**src/rtl/tage_tn.sv**
```systemverilog
// tage_tn: tagged TAGE component table with init sweep, RMW update and useful-bit aging
module tage_tn #(
    parameter int PC_WIDTH       = 32,
    parameter int PC_SHIFT       = 2,
    parameter int INDEX_BITS     = 7,
    parameter int TAG_BITS       = 8,
    parameter int CTR_BITS       = 3,
    parameter int U_BITS         = 2,
    parameter int HIST_LEN       = 16,
    parameter int U_RESET_PERIOD = 4096
) (
    input  logic                clk,
    input  logic                rst_n,
    output logic                ready,
    input  logic                lookup_valid,
    input  logic [PC_WIDTH-1:0] lookup_pc,
    input  logic [HIST_LEN-1:0] lookup_ghist,
    output logic                pred_valid,
    output logic                pred_hit,
    output logic [CTR_BITS-1:0] pred_ctr,
    output logic                pred_taken,
    input  logic                update_valid,
    input  logic [PC_WIDTH-1:0] update_pc,
    input  logic [HIST_LEN-1:0] update_ghist,
    input  logic                update_taken,
    input  logic                update_alloc,
    input  logic                update_u_valid,
    input  logic                update_u_inc,
    output logic                alloc_ok,
    output logic                alloc_fail
);
    localparam int ENTRIES = 1 << INDEX_BITS;
    localparam logic [0:0] INIT = 1'b0;
    localparam logic [0:0] RUN  = 1'b1;
    localparam logic [CTR_BITS-1:0] CTR_WT = CTR_BITS'(1 << (CTR_BITS - 1));
    localparam logic [CTR_BITS-1:0] CTR_WN = CTR_WT - 1'b1;
    localparam logic [31:0] AGE_LAST = 32'(U_RESET_PERIOD - 1);

    logic [0:0]            state;
    logic [INDEX_BITS-1:0] ptr;
    logic [31:0]           age_cnt;
    logic                  age_phase;

    logic                  v_mem   [ENTRIES];
    logic [TAG_BITS-1:0]   tag_mem [ENTRIES];
    logic [CTR_BITS-1:0]   ctr_mem [ENTRIES];
    logic [U_BITS-1:0]     u_mem   [ENTRIES];

    function automatic logic [31:0] fold(input logic [HIST_LEN-1:0] h, input int w);
        fold = '0;
        for (int i = 0; i < HIST_LEN; i++) fold[i % w] = fold[i % w] ^ h[i];
    endfunction

    function automatic logic [INDEX_BITS-1:0] hash_idx(input logic [PC_WIDTH-1:0] pc, input logic [HIST_LEN-1:0] h);
        hash_idx = pc[PC_SHIFT +: INDEX_BITS] ^ INDEX_BITS'(fold(h, INDEX_BITS));
    endfunction

    function automatic logic [TAG_BITS-1:0] hash_tag(input logic [PC_WIDTH-1:0] pc, input logic [HIST_LEN-1:0] h);
        hash_tag = pc[PC_SHIFT + INDEX_BITS +: TAG_BITS] ^ TAG_BITS'(fold(h, TAG_BITS)) ^ TAG_BITS'(fold(h, TAG_BITS - 1) << 1);
    endfunction

    logic [INDEX_BITS-1:0] l_idx, u_idx;
    logic [TAG_BITS-1:0]   l_tag, u_tag, e_tag;
    logic [CTR_BITS-1:0]   l_ctr, e_ctr, upd_ctr;
    logic [U_BITS-1:0]     e_u, upd_u, age_mask;
    logic                  l_hit, e_v, u_hit, do_upd, do_alloc, alloc_win, age_fire;

    assign ready     = state == RUN;
    assign l_idx     = hash_idx(lookup_pc, lookup_ghist);
    assign l_tag     = hash_tag(lookup_pc, lookup_ghist);
    assign u_idx     = hash_idx(update_pc, update_ghist);
    assign u_tag     = hash_tag(update_pc, update_ghist);
    assign l_ctr     = ctr_mem[l_idx];
    assign l_hit     = lookup_valid && ready && v_mem[l_idx] && tag_mem[l_idx] == l_tag;
    assign e_v       = v_mem[u_idx];
    assign e_tag     = tag_mem[u_idx];
    assign e_ctr     = ctr_mem[u_idx];
    assign e_u       = u_mem[u_idx];
    assign u_hit     = e_v && e_tag == u_tag;
    assign do_upd    = update_valid && ready;
    assign do_alloc  = !u_hit && update_alloc;
    assign alloc_win = do_alloc && e_u == '0;
    assign age_fire  = do_upd && age_cnt == AGE_LAST;
    assign age_mask  = age_fire ? (age_phase ? U_BITS'(1) : U_BITS'(1) << (U_BITS - 1)) : '0;

    // next counter and useful values for the entry selected by the update
    always_comb begin
        upd_ctr = u_hit ? (update_taken ? (e_ctr == '1 ? e_ctr : e_ctr + 1'b1) : (e_ctr == '0 ? e_ctr : e_ctr - 1'b1))
                : alloc_win ? (update_taken ? CTR_WT : CTR_WN) : e_ctr;
        upd_u   = (u_hit && update_u_valid) ? (update_u_inc ? (e_u == '1 ? e_u : e_u + 1'b1) : (e_u == '0 ? e_u : e_u - 1'b1))
                : (do_alloc && e_u != '0) ? e_u - 1'b1 : e_u;
    end

    // control state, registered lookup result, allocation pulses and aging counter
    always_ff @(posedge clk or negedge rst_n) begin
        if (!rst_n) begin
            state      <= INIT;
            ptr        <= '0;
            age_cnt    <= '0;
            age_phase  <= 1'b0;
            pred_valid <= 1'b0;
            pred_hit   <= 1'b0;
            pred_ctr   <= '0;
            pred_taken <= 1'b0;
            alloc_ok   <= 1'b0;
            alloc_fail <= 1'b0;
        end else begin
            if (state == INIT) begin
                ptr <= ptr + 1'b1;
                if (ptr == '1) state <= RUN;
            end
            pred_valid <= lookup_valid && ready;
            pred_hit   <= l_hit;
            pred_ctr   <= l_hit ? l_ctr : '0;
            pred_taken <= l_hit && l_ctr[CTR_BITS-1];
            alloc_ok   <= do_upd && alloc_win;
            alloc_fail <= do_upd && do_alloc && e_u != '0;
            if (do_upd) begin
                age_cnt <= age_fire ? '0 : age_cnt + 1'b1;
                if (age_fire) age_phase <= !age_phase;
            end
        end
    end

    // table storage: init sweep clears one entry per cycle, run mode applies the update then the aging clear
    always_ff @(posedge clk) begin
        if (state == INIT) begin
            v_mem[ptr]   <= 1'b0;
            tag_mem[ptr] <= '0;
            ctr_mem[ptr] <= '0;
            u_mem[ptr]   <= '0;
        end else if (do_upd) begin
            v_mem[u_idx]   <= e_v || alloc_win;
            tag_mem[u_idx] <= alloc_win ? u_tag : e_tag;
            ctr_mem[u_idx] <= upd_ctr;
            for (int i = 0; i < ENTRIES; i++)
                u_mem[i] <= (INDEX_BITS'(i) == u_idx ? upd_u : u_mem[i]) & ~age_mask;
        end
    end
endmodule

```
**config.mk**
```make
export PLATFORM = sky130hd
export DESIGN_NAME = tage_tn
export DESIGN_NICKNAME = d
export VERILOG_FILES = /design/src/rtl/tage_tn.sv
export SDC_FILE = /design/constraint.sdc
export NUM_CORES = 2
export LEC_CHECK = 0
export BUFFER_PORTS_ARGS = -buffer_cell sky130_fd_sc_hd__buf_2
export CAP_MARGIN = 10
export CORE_MARGIN = 4
export CORE_UTILIZATION = 31
export CTS_CLUSTER_DIAMETER = 50
export CTS_CLUSTER_SIZE = 28
export DETAILED_ROUTE_END_ITERATION = 12
export SYNTH_ARGS = -nofsm -noshare
export SYNTH_HDL_FRONTEND = slang
export SYNTH_SLANG_ARGS = --single-unit
```
**constraint.sdc**
```tcl
create_clock -name clk -period 42.3 [get_ports clk]
set_input_delay 2.115 -clock clk [delete_from_list [all_inputs] [get_ports clk]]
set_output_delay 2.115 -clock clk [all_outputs]
set_load 0.1 [all_outputs]
```
# --- After elaboration in Yosys (flattened, before gate mapping) ---
# Memories as Yosys holds them, arrays and structs flattened.
# Cells that the tools add are included.
word_totals:
  regBits: 49
  ram_bits: 1792
  inputBits: 104
  out_inout_bits: 9
  wordCells: 510
  memories: 4
memory_table:
  columns: ["name", "depth", "width", "read_ports", "rd_ports_with_merged_regs", "wr", "line_no", "source"]
  rows:
  - ["tag_mem", 128, 8, 2, 0, 1, "45", "logic [TAG_BITS-1:0] tag_mem [ENTRIES];"]
  - ["ctr_mem", 128, 3, 2, 0, 1, "46", "logic [CTR_BITS-1:0] ctr_mem [ENTRIES];"]
  - ["u_mem", 128, 2, 129, 0, 128, "47", "logic [U_BITS-1:0] u_mem [ENTRIES];"]
  - ["v_mem", 128, 1, 2, 0, 1, "44", "logic v_mem [ENTRIES];"]
classes:
  addsub: 6
  eq_ne: 133
  n_mux: 162
  bitwise: 169
  reduce_logical: 26
ops:
  columns: ["op", "n"]
  rows:
  - ["$eq 7x7->1 const A", 64]
  - ["$mux 2", 136]
  - ["$and 2x2->2", 128]
  - ["$eq 6x7->1 const A", 32]
  - ["$eq 5x7->1 const A", 16]
  - ["$eq 4x7->1 const A", 8]
  - ["$xor 1x1->1", 34]
  - ["$add 32x1->32 const B", 1]
  - ["$eq 32x12->1 const B", 1]
  - ["$mux 32", 1]
  - ["$xor 8x8->8", 4]
  - ["$eq 3x7->1 const A", 4]
  - ["$mux 7", 4]
  - ["$mux 3", 8]
  - ["$eq 8x8->1", 2]
  - ["$mux 8", 2]
  - ["$eq 2x7->1 const A", 2]
  - ["$logic_and 1x1->1", 14]
  - ["$xor 7x7->7", 2]
  - ["$mux 1", 11]
  - ["$reduce_or 8->1", 1]
  - ["$add 7x1->7 const B", 1]
  - ["$eq 1x7->1 const A", 1]
  - ["$eq 7x7->1 const B", 1]
  - ["17 further kinds", 18]

# --- Depth between registers and ports, before layout ---
# An unclocked memory read counts as a cell.
logic_depth:
  word_depth: 14
  ltp_mapped: 26

# --- Worst setup path before layout ---
# Ideal clock, no wire load.
synth_timing:
  kind: "input -> register"
  from: "in update_ghist[0]"
  to: "mem ctr_mem[0][0], data pin"
  setup_ps: 2349
  arrival_ps: 16988
  path_slack_ps: 22963
  cell_stages: 21
  path_buffers: 8
  cell_sequence: "xnor3_2 -> xor2_2 -> buf_2 -> buf_4 -> buf_4 -> buf_6 -> buf_4 -> buf_4 -> buf_4 -> buf_2 -> mux4_2 -> a22oi_1 -> o211a_1 -> o221ai_1 -> and4bb_1 -> ha_1 -> ha_1 -> xnor2_1 -> nand2b_1 -> a21oi_1 -> a2111oi_0"
synth_between:
  elab_chain_len: 12
synth_lines:
  columns: ["item", "line_no", "source"]
  rows:
  - ["start, declared", "24", "input logic [HIST_LEN-1:0] update_ghist,"]
  - ["$xor 1x1->1 (2 in series)", "51", "for (int i = 0; i < HIST_LEN; i++) fold[i % w] = fold[i % w] ^ h[i];"]
  - ["$xor 7x7->7", "55", "hash_idx = pc[PC_SHIFT +: INDEX_BITS] ^ INDEX_BITS'(fold(h, INDEX_BITS));"]
  - ["$mem_v2 128x8", null, null]
  - ["$eq 8x8->1", "79", "assign u_hit = e_v && e_tag == u_tag;"]
  - ["$logic_and 1x1->1", "79", null]
  - ["$logic_not 1->1", "81", "assign do_alloc = !u_hit && update_alloc;"]
  - ["$logic_and 1x1->1", "81", null]
  - ["$logic_and 1x1->1", "82", "assign alloc_win = do_alloc && e_u == '0;"]
  - ["$mux 3", "89", ": alloc_win ? (update_taken ? CTR_WT : CTR_WN) : e_ctr;"]
  - ["$mux 3 (*)", "88", "upd_ctr = u_hit ? (update_taken ? (e_ctr == '1 ? e_ctr : e_ctr + 1'b1) : (e_ctr == '0 ? e_ctr : e_ctr - 1'b1))"]
  - ["$mux 3 (no line) (*)", null, null]
  - ["end, declared", "46", null]
# Mark *: on every way between the ends. The rest lies on a longest branch, timed or not.

==> run metrics <==
Yosys cell types=82; Worst Setup End Kind=flip-flop; RSZ-0062 raised after global routing=false; relative slew slack=0.0606; Total GRT Usage=0.218; number of max-cap violations=0; Die Area=310000 um2; Switching Share=0.331; Final setup violation count=0; sequential share of the synthesized area=0.590; Ports=113; largest net degree at the start of global routing=143; most common cell after layout, fill and taps aside=edfxtp_1; wirelength, routed=352000 um; setup bufs post-CTS=0; Clock Skew=81.7 ps; initial DRC count=11500; Hold EP=age_cnt[6]; htree depth=4; grt ovf=0; HPWL after DPL=223000 um; Worst Hold Slack=463 ps; vias in the first global route=64100; total power=4.56 mW; port buffer count=78; Slew @ Worst Pin=1400 ps; CTS Hold Bufs=0; syn nets=7318; CP Data Arrival Time=12370 ps; launching point of the worst reg2reg path=tag_mem[23][6]; Peak Freq=84.5 MHz; 1st-pass router iterations=8; Nets=7305; vias per cell=6.07; Core Box Area=300000 um2; Yosys top cell area share=0.577; GPL Wtd Cong=0.970; internal power=3.05 mW; required time worst endpoint=42830 ps; most frequent cells in the layout=1792 x edfxtp_1, 1435 x nand2_1, 570 x nand3_1; Routed Antenna Nets=0; Post-synth EDFFs=1792; hold path start=age_cnt[6]; Worst-Skew Late Latency=870 ps; setup tns final=0 ps; VDD IR max=0.0424 mV; WS Path Type=in -> reg; total CTS buffers=161; Final Cycle Share=0.280; CTS Root Cell=clkbuf_16; slowest CP cell=nor4bb_1; outcome=complete, no violations; CTS tree=built; crit path cell chain=buf_2 > xnor3_2 > xnor2_4 > buf_12 > buf_4 > buf_4 > mux2i_1 > a32oi_1 > a31oi_1 > o21ai_0 > nor4bb_1 > o21ai_0 > a222oi_1 > nand4_2 > mux2i_1 > o311a_4 > buf_4 > buf_4 > a21oi_2; clk slew on worst S/H paths=70 ps; most frequent CP cell=buf_4; Hold Crit Depth=1; most used flip-flop cell after synthesis=edfxtp_1; first-pass GRT wire length=488000 um; FP Rows=201; FILL cells=28600; Fin. Hold Viols=0; clock network power share=0.350; Post-Syn Area=93200 um2; Die X=556 um; Critical Path Start Type=input port; wire per inst=31.2 um; Seq pwr share=0.431; max-slew violations=0; worst path buffer plus inverter count=6; biggest area consumer among synthesized cells=edfxtp_1; Area Growth Syn to Fin=11.9%; Final min period=11830 ps; Clock Path Buffers=4; share of layout cells above drive strength 1=0.187; Switch Pwr=1.51 mW; Post-Syn Area per Cell=12.9 um2; Worst path max stage delay=1160 ps; TritonCTS sink count=1840; Residual DRC=0; post_cts resized=0; largest cells by area after synthesis=edfxtp_1 58%, mux4_2 12%, nand2_1 5.8%; Die Y=556 um; cells after synthesis=7203; vias=68500; worst r2r path cells=13; Seq cells post-synth=1840; R2R Setup Slk=34660 ps; initial antenna violation count=24; worst r2r dst=u_mem[125][1]; min-delay worst type=reg -> reg; pwr dens=43.7 nW/um2; LEAKAGE=31.4 nW; Initial Util=0.311; ys async rst share=0.0261; Synth warnings=0; Gate power share=0.219; cell family with most CP delay=buffers and inverters; crit path max fanout=97
-- through the flow --
step / cell area [um2] / setup slack (ps) / util / std cells
detailed placement: 98600 / 30560 / 0.329 / 11000
finish: 104000 / 30470 / 0.348 / 11300
CTS: 104000 / 31360 / 0.348 / 11300
global placement: 98600 / 30620 / 0.329 / 11000
floorplan: 93200 / 22960 / - / 7203
global route: 104000 / 30620 / 0.348 / 11300
-- how the worst max path moves through the flow --
stage	start	end	slack, ps	cells after the start
finish	update_ghist[0]	u_mem[125][1]	30470	19
global route	update_ghist[0]	u_mem[2][1]	30620	19
CTS	update_ghist[0]	u_mem[3][1]	31360	19
detailed placement	update_ghist[0]	u_mem[3][1]	30560	19
global placement	update_ghist[0]	u_mem[3][1]	30620	19
floorplan	update_ghist[0]	ctr_mem[0][0]	22960	21
-- Yosys cell counts, drive strengths merged, types with 5 or more instances --
master / number
a32o: 8
nor2: 373
a211oi: 66
a21oi: 249
o211ai: 8
dfrtp: 48
a31oi: 61
or3: 5
edfxtp: 1792
a2111oi: 17
nand3: 571
xnor3: 6
o22ai: 11
and4: 5
o21ai: 426
a221oi: 17
nor4: 28
mux4: 488
a22o: 5
buf: 299
nand2b: 6
o311ai: 5
o31ai: 9
nor2b: 51
nand4: 37
a32oi: 45
mux2i: 394
mux2: 8
nor3: 27
inv: 15
a311oi: 111
a22oi: 28
xnor2: 88
and3: 96
xor2: 35
clkbuf: 249
o311a: 5
and2: 7
nand2: 1438
ha: 11
o2111ai: 10
-- power by group through the flow --
stage	Combinational, mW	Sequential (mW)	Clock (mW)
after CTS	0.962	1.97	1.61
after floorplan	0.616	2.01	0
final	0.998	1.97	1.60
after global routing	1.03	1.97	1.68
after detailed placement	0.960	2.01	0
after global placement	0.954	2.01	0
-- cells by family (layout without fill, tap and decap cells) --
| kind of cell | count (synthesis) | count (layout) | share of synthesized area |
|---|---|---|---|
| AND/OR/NAND/NOR | 2654 | 2654 | 0.122 |
| flip-flops | 1840 | 1840 | 0.590 |
| AO/OA/AOI/OAI | 1112 | 1112 | 0.0791 |
| multiplexers | 890 | 890 | 0.161 |
| buffers and inverters | 563 | 675 | 0.0306 |
| XOR/XNOR | 133 | 133 | 0.0150 |
| adder cells (fa/ha/maj) | 11 | 11 | 0.00148 |
| other | 0 | 11 | 0 |
-- registers in the layout, summed over array words and instances, names as in the netlist --
register	count
tag_mem	1024
ctr_mem	384
u_mem	256
v_mem	128
age_cnt	32
ptr	7
pred_ctr	3
age_phase	1
alloc_fail	1
alloc_ok	1
pred_hit	1
pred_valid	1
ready	1
-- final cells by class --
| class | count | area, um2 | area share |
|---|---|---|---|
| clock buffer | 174 | 4170 | 0.0400 |
| multi-input combinational | 4800 | 35900 | 0.344 |
| sequential | 1840 | 55000 | 0.528 |
| inverter | 15 | 56.3 | 0.000540 |
| clock inverter | 114 | 1410 | 0.0136 |
| timing repair buffer | 372 | 2770 | 0.0266 |
| tap | 3958 | 4950 | 0.0475 |
| antenna | 11 | 27.5 | 0.000264 |
-- layer usage --
layer  GRT usage  vias up  part of all wire
met2       0.315     5446              0.42
met4       0.116       14             0.064
met1       0.287    34300              0.36
met5           0        -           0.00025
met3      0.0769      965              0.15
li1            -    27700                 -
No activity file was read; power rests on OpenSTA's default activity.
